`src/rtl/mem_burst_pkg.sv`:
```
// Shared types and helpers for the memory burst controller (mem_burst_ctrl).
package mem_burst_pkg;

    localparam int DEF_BLOCK_OFFSET_WIDTH = 2;

    typedef enum logic [2:0] {
        IDLE,
        RD_ISSUE,
        RD_DRAIN,
        WR,
        DONE
    } state_t;

    typedef logic [DEF_BLOCK_OFFSET_WIDTH-1:0] offset_t;

    function automatic int burst_len(input int offset_width);
        return 1 << offset_width;
    endfunction

endpackage

```
`src/rtl/mem_rd_pipe.sv`:
```
// Read-return tag pipeline: carries {valid, last} for each issued read beat so
// it emerges in the same cycle the backend presents that beat's data.
module mem_rd_pipe #(
    parameter int DEPTH = 2
) (
    input  logic i_Clk,
    input  logic i_Reset,
    input  logic i_Valid,
    input  logic i_Last,
    output logic o_Valid,
    output logic o_Last
);

    logic [DEPTH-1:0] valid_q;
    logic [DEPTH-1:0] last_q;

    always_ff @(posedge i_Clk or posedge i_Reset) begin
        if (i_Reset) begin
            valid_q <= '0;
            last_q  <= '0;
        end else begin
            valid_q[0] <= i_Valid;
            last_q[0]  <= i_Valid & i_Last;
            for (int i = 1; i < DEPTH; i++) begin
                valid_q[i] <= valid_q[i-1];
                last_q[i]  <= last_q[i-1];
            end
        end
    end

    assign o_Valid = valid_q[DEPTH-1];
    assign o_Last  = last_q[DEPTH-1];

endmodule

```
`src/rtl/mem_burst_ctrl.sv`:
```
// Turns d_cache line fill / writeback requests into fixed-length SRAM bursts.
// Define MEM_BURST_CRIT_WORD_FIRST_EN to start each burst at the requested word.
module mem_burst_ctrl
    import mem_burst_pkg::*;
#(
    parameter int DATA_WIDTH         = 32,
    parameter int ADDRESS_WIDTH      = 22,
    parameter int BLOCK_OFFSET_WIDTH = DEF_BLOCK_OFFSET_WIDTH,
    parameter int READ_LATENCY       = 2
) (
    input  logic                     i_Clk,
    input  logic                     i_Reset,
    input  logic                     i_Valid,
    input  logic                     i_Read_Write_n,
    input  logic [ADDRESS_WIDTH-1:0] i_Address,
    input  logic [DATA_WIDTH-1:0]    i_Data,
    output logic                     o_Valid,
    output logic                     o_Data_Read,
    output logic                     o_Last,
    output logic [DATA_WIDTH-1:0]    o_Data,
    output logic                     o_Busy,
    output logic [ADDRESS_WIDTH-2:0] o_SRAM_Addr,
    output logic                     o_SRAM_En,
    output logic                     o_SRAM_We,
    output logic [DATA_WIDTH-1:0]    o_SRAM_Wdata,
    input  logic [DATA_WIDTH-1:0]    i_SRAM_Rdata,
    output logic [2:0]               o_State
);

    localparam int TAG_W     = ADDRESS_WIDTH - 1 - BLOCK_OFFSET_WIDTH;
    localparam int BURST_LEN = burst_len(BLOCK_OFFSET_WIDTH);
    localparam logic [BLOCK_OFFSET_WIDTH-1:0] LAST_BEAT = BLOCK_OFFSET_WIDTH'(BURST_LEN - 1);
    localparam logic [BLOCK_OFFSET_WIDTH-1:0] ONE_BEAT  = BLOCK_OFFSET_WIDTH'(1);

    state_t                        state_q;
    logic [TAG_W-1:0]              tag_q;
    logic [BLOCK_OFFSET_WIDTH-1:0] off_q;
    logic [BLOCK_OFFSET_WIDTH-1:0] cnt_q;
    logic [BLOCK_OFFSET_WIDTH-1:0] next_off;
    logic [BLOCK_OFFSET_WIDTH-1:0] next_cnt;
    logic [BLOCK_OFFSET_WIDTH-1:0] start_off;
    logic [TAG_W-1:0]              req_tag;
    logic                          issue_last;
    logic                          pipe_valid;
    logic                          pipe_last;
    logic                          unused_addr_bits;

    assign req_tag = i_Address[ADDRESS_WIDTH-1:BLOCK_OFFSET_WIDTH+1];

`ifdef MEM_BURST_CRIT_WORD_FIRST_EN
    assign start_off        = i_Address[BLOCK_OFFSET_WIDTH:1];
    assign unused_addr_bits = i_Address[0];
`else
    assign start_off        = '0;
    assign unused_addr_bits = ^i_Address[BLOCK_OFFSET_WIDTH:0];
`endif

    // Offset arithmetic is confined to the low bits so a burst wraps inside its line.
    assign next_off   = off_q + ONE_BEAT;
    assign next_cnt   = cnt_q + ONE_BEAT;
    assign issue_last = (state_q == RD_ISSUE) && (cnt_q == LAST_BEAT);

    mem_rd_pipe #(
        .DEPTH(READ_LATENCY)
    ) u_rd_pipe (
        .i_Clk   (i_Clk),
        .i_Reset (i_Reset),
        .i_Valid (o_SRAM_En & ~o_SRAM_We),
        .i_Last  (issue_last),
        .o_Valid (pipe_valid),
        .o_Last  (pipe_last)
    );

    always_ff @(posedge i_Clk or posedge i_Reset) begin
        if (i_Reset) begin
            state_q     <= IDLE;
            tag_q       <= '0;
            off_q       <= '0;
            cnt_q       <= '0;
            o_Valid     <= 1'b0;
            o_Data_Read <= 1'b0;
            o_Last      <= 1'b0;
            o_Data      <= '0;
            o_SRAM_Addr <= '0;
            o_SRAM_En   <= 1'b0;
            o_SRAM_We   <= 1'b0;
        end else begin
            // Read return runs independently of the FSM, one cycle behind the backend.
            o_Valid <= pipe_valid;
            o_Last  <= pipe_valid & pipe_last;
            if (pipe_valid) begin
                o_Data <= i_SRAM_Rdata;
            end

            case (state_q)
                IDLE: begin
                    if (i_Valid) begin
                        tag_q       <= req_tag;
                        off_q       <= start_off;
                        cnt_q       <= '0;
                        o_SRAM_En   <= 1'b1;
                        o_SRAM_Addr <= {req_tag, start_off};
                        if (i_Read_Write_n) begin
                            o_SRAM_We <= 1'b0;
                            state_q   <= RD_ISSUE;
                        end else begin
                            o_SRAM_We   <= 1'b1;
                            o_Data_Read <= 1'b1;
                            state_q     <= WR;
                        end
                    end
                end
                RD_ISSUE: begin
                    if (cnt_q == LAST_BEAT) begin
                        o_SRAM_En   <= 1'b0;
                        o_SRAM_Addr <= '0;
                        state_q     <= RD_DRAIN;
                    end else begin
                        cnt_q       <= next_cnt;
                        off_q       <= next_off;
                        o_SRAM_Addr <= {tag_q, next_off};
                    end
                end
                RD_DRAIN: begin
                    if (pipe_valid && pipe_last) begin
                        state_q <= DONE;
                    end
                end
                WR: begin
                    if (cnt_q == LAST_BEAT) begin
                        o_SRAM_En   <= 1'b0;
                        o_SRAM_We   <= 1'b0;
                        o_Data_Read <= 1'b0;
                        o_SRAM_Addr <= '0;
                        o_Last      <= 1'b0;
                        state_q     <= DONE;
                    end else begin
                        cnt_q       <= next_cnt;
                        off_q       <= next_off;
                        o_SRAM_Addr <= {tag_q, next_off};
                        o_Last      <= (next_cnt == LAST_BEAT);
                    end
                end
                DONE: begin
                    // Wait for the cache to drop valid so a stale request is not replayed.
                    if (!i_Valid) begin
                        state_q <= IDLE;
                    end
                end
                default: state_q <= IDLE;
            endcase
        end
    end

    // Write data passes straight through so the cache can advance one word per cycle.
    assign o_SRAM_Wdata = o_SRAM_We ? i_Data : '0;
    assign o_Busy       = (state_q != IDLE);
    assign o_State      = state_q;

endmodule
```
`config.mk`:
```
export PLATFORM = sky130hd
export DESIGN_NAME = mem_burst_ctrl
export DESIGN_NICKNAME = d
export VERILOG_FILES = /design/src/rtl/mem_burst_pkg.sv /design/src/rtl/mem_rd_pipe.sv /design/src/rtl/mem_burst_ctrl.sv
export SDC_FILE = /design/constraint.sdc
export NUM_CORES = 1
export LEC_CHECK = 0
export BUFFER_PORTS_ARGS = -buffer_cell sky130_fd_sc_hd__buf_2
export CORE_MARGIN = 3
export CORE_UTILIZATION = 37
export DETAILED_ROUTE_END_ITERATION = 10
export GPL_ROUTABILITY_DRIVEN = 0
export PLACE_DENSITY = 0.78
export SETUP_SLACK_MARGIN = 0.5
export SYNTH_ARGS = -nofsm -noshare
export SYNTH_HDL_FRONTEND = slang
export SYNTH_SLANG_ARGS = --single-unit
```
`constraint.sdc`:
```
create_clock -name i_Clk -period 4.1 [get_ports i_Clk]
set_input_delay 0.615 -clock i_Clk [delete_from_list [all_inputs] [get_ports i_Clk]]
set_output_delay 0.615 -clock i_Clk [all_outputs]
set_load 0.005 [all_outputs]
```
==> qor.csv <==
metric,value,unit
status,finished clean,
total_power,3.60,mW
h-tree-depth,3,
hpwl,6.59,mm
row_count,35,
wl_per_cell,14.0,um
final_cells,643,
worstMarginPinSlew,1.33,ns
avgViaCountPerCell,4.70,
fin_skew,0.00630,ns
drt_iter0_drc,130,
grt_setup_unrepaired,no,
dp_cells,627,
diodes,0,
clk_pin_slew_worst_paths,0.08,ns
synthCells,336,
coreArea,9500,um2
relSlewSlack,11.4,%
cts_resized,0,
power.density,728,nW/um2
postRouteAntennaNets,0,
clk-insertion-delay-late,0.35,ns
critical_path_class,flip-flop to output pin,
holdWs,0.354,ns
grt_pass1_vias,3022,
ctsHoldBuffers,0,
yosys_warnings,0,
multi_input_area,1360,um2
grtUsageTotal,15.7,%
crit_required,3.48,ns
worstHoldStart,u_rd_pipe.valid_q[0],
critPathLaunchType,flip-flop,
pin_count,184,
cts.sinks,88,
grt_first_pass_wirelength,14.4,mm
cp-end-kind,output pin,
tns,0,ns
clockBufferDepth,2,
cts_made_buffers,9,
arrival,1.52,ns
layout.nets,601,
period_minus_slack,2.14,ns
post-place-ws,2.10,ns
min_period_over_period,52.2,%
vias,3022,
ys_seq_area_share,59.2,%
drcViolationCount,0,
synth-seq-cells,88,
area_growth,32.9,%
cts_tree,done,
worstReg2RegStart,u_rd_pipe.valid_q[1],
p_leak,2.59,nW
dieArea,11300,um2
seq_area,2200,um2
max_freq,467,MHz
dieHeight,106,um
crit_fanout,35,
finalHoldViolations,0,
syn_avg_cell_area,11.1,um2
finalMaxSlewViolations,0,
finalSetupViolCount,0,
port-buffer-count,180,
synthesis.area,3720,um2
nFillCells,871,
ir_drop,322,uV
final_layout_size_suffix_gt1_share,46.7,%
finalWorstSetupSlack,1.96,ns
layout_common_cells,"buf_2, dfrtp_1, nand2_1",
cp-startpoint,o_SRAM_We,
final_common_cell,buf_2,
antenna_found_initial,0,
hold_path_class,flip-flop to flip-flop,
start_util,39.2,%
post-cts-setup-buffers,0,
overflow,0,
grt_max_degree,50,
ys_types,30,
drt_wl_total,9.00,mm
syn_nets,428,
die_w,106,um
clock-root-buffer,clkbuf_8,
dr.pass1.iters,4,
max_cap_violations,0,
## stage by stage
step,util [%],instance area (um2)
2_1_floorplan,-,3720
3_3_place_gp,49.6,4710
3_5_place_dp,49.6,4710
6_report,52.0,4950
5_1_grt,52.0,4950
4_1_cts,52.0,4950
## logic make-up after synthesis
family | count (synthesis) | synth area share (%)
DFF | 88 | 59.2
adders and majority gates | 2 | 0.672
muxes | 32 | 9.68
and+or+nand+nor | 147 | 20.5
buffers and inverters | 37 | 4.54
AOI/OAI and AO/OA | 29 | 5.24
xor gates and xnor gates | 1 | 0.235
## final timing paths
kind,cells after the start,end,slack [ns]
worst max-delay path,2,o_SRAM_Wdata[28],1.96
worst min-delay path,0,u_rd_pipe.valid_q[1],0.35
worst max register to register,3,o_State[1],2.12
worst min register to register,0,u_rd_pipe.valid_q[1],0.35
max in group asynchronous,3,o_Data[30],2.71
min in group asynchronous,2,o_Data[10],0.40
## Yosys cell counts, drive strengths merged
library cell  count  share of area [%]
a31oi             1               0.17
nor2b             2               0.34
or3b              2               0.47
clkbuf            8               0.81
or4b              1               0.27
a221oi            1               0.24
ha                2               0.67
nand2b            1               0.24
nand3            12                1.6
or3               1               0.17
nor3b             2               0.40
and2             32                5.4
o21a              1               0.20
inv              15                1.5
mux2             32                9.7
dfrtp            88                 59
o21ba             1               0.27
nand3b           17                3.4
a31o              2               0.47
nor4b             2               0.47
o211ai           11                2.2
nand2            74                7.5
o22ai             2               0.34
xnor2             1               0.24
a21oi             4               0.54
o21ai             6               0.81
nand4b            1               0.24
buf              14                2.2
## layout make-up
cell class,instances,area share (%)
timing repair buffer,184,18.8
tap,129,3.26
clock inverter,4,1.54
clock buffer,12,3.14
inverter,15,1.16
multi-input combinational,211,27.5
sequential,88,44.5
## registers in the layout (all words and copies together) (netlist names), 2 cells and up
name	count
cnt_q	2
tag_q	19
o_SRAM_Addr	21
u_rd_pipe.last_q	2
u_rd_pipe.valid_q	2
o_Data	32
off_q	2
o_State	3
## power breakdown
part           leakage [nW]  internal [mW]  total, mW  switching [mW]
clock                 0.113          0.378      0.670           0.292
sequential             1.08           1.27       1.59           0.314
combinational          1.40          0.728       1.34           0.611
total                  2.59           2.38       3.60            1.22
## per-layer routing
layer | routed length (um) | GRT usage (%) | share of wire (%) | vias to the layer above
met5 | 0 | 0 | 0 | -
met4 | 114 | 4.72 | 1.3 | 0
met3 | 548 | 4.13 | 6.1 | 11
met2 | 4540 | 26.7 | 50 | 104
met1 | 3790 | 19.6 | 42 | 1447
li1 | - | - | - | 1460
## critical path, stage by stage (launching register included)
cell	delay (ns)
dfrtp_1	0.79
and2_1	0.26
buf_2	0.13
(Power assumes the default switching activity.)
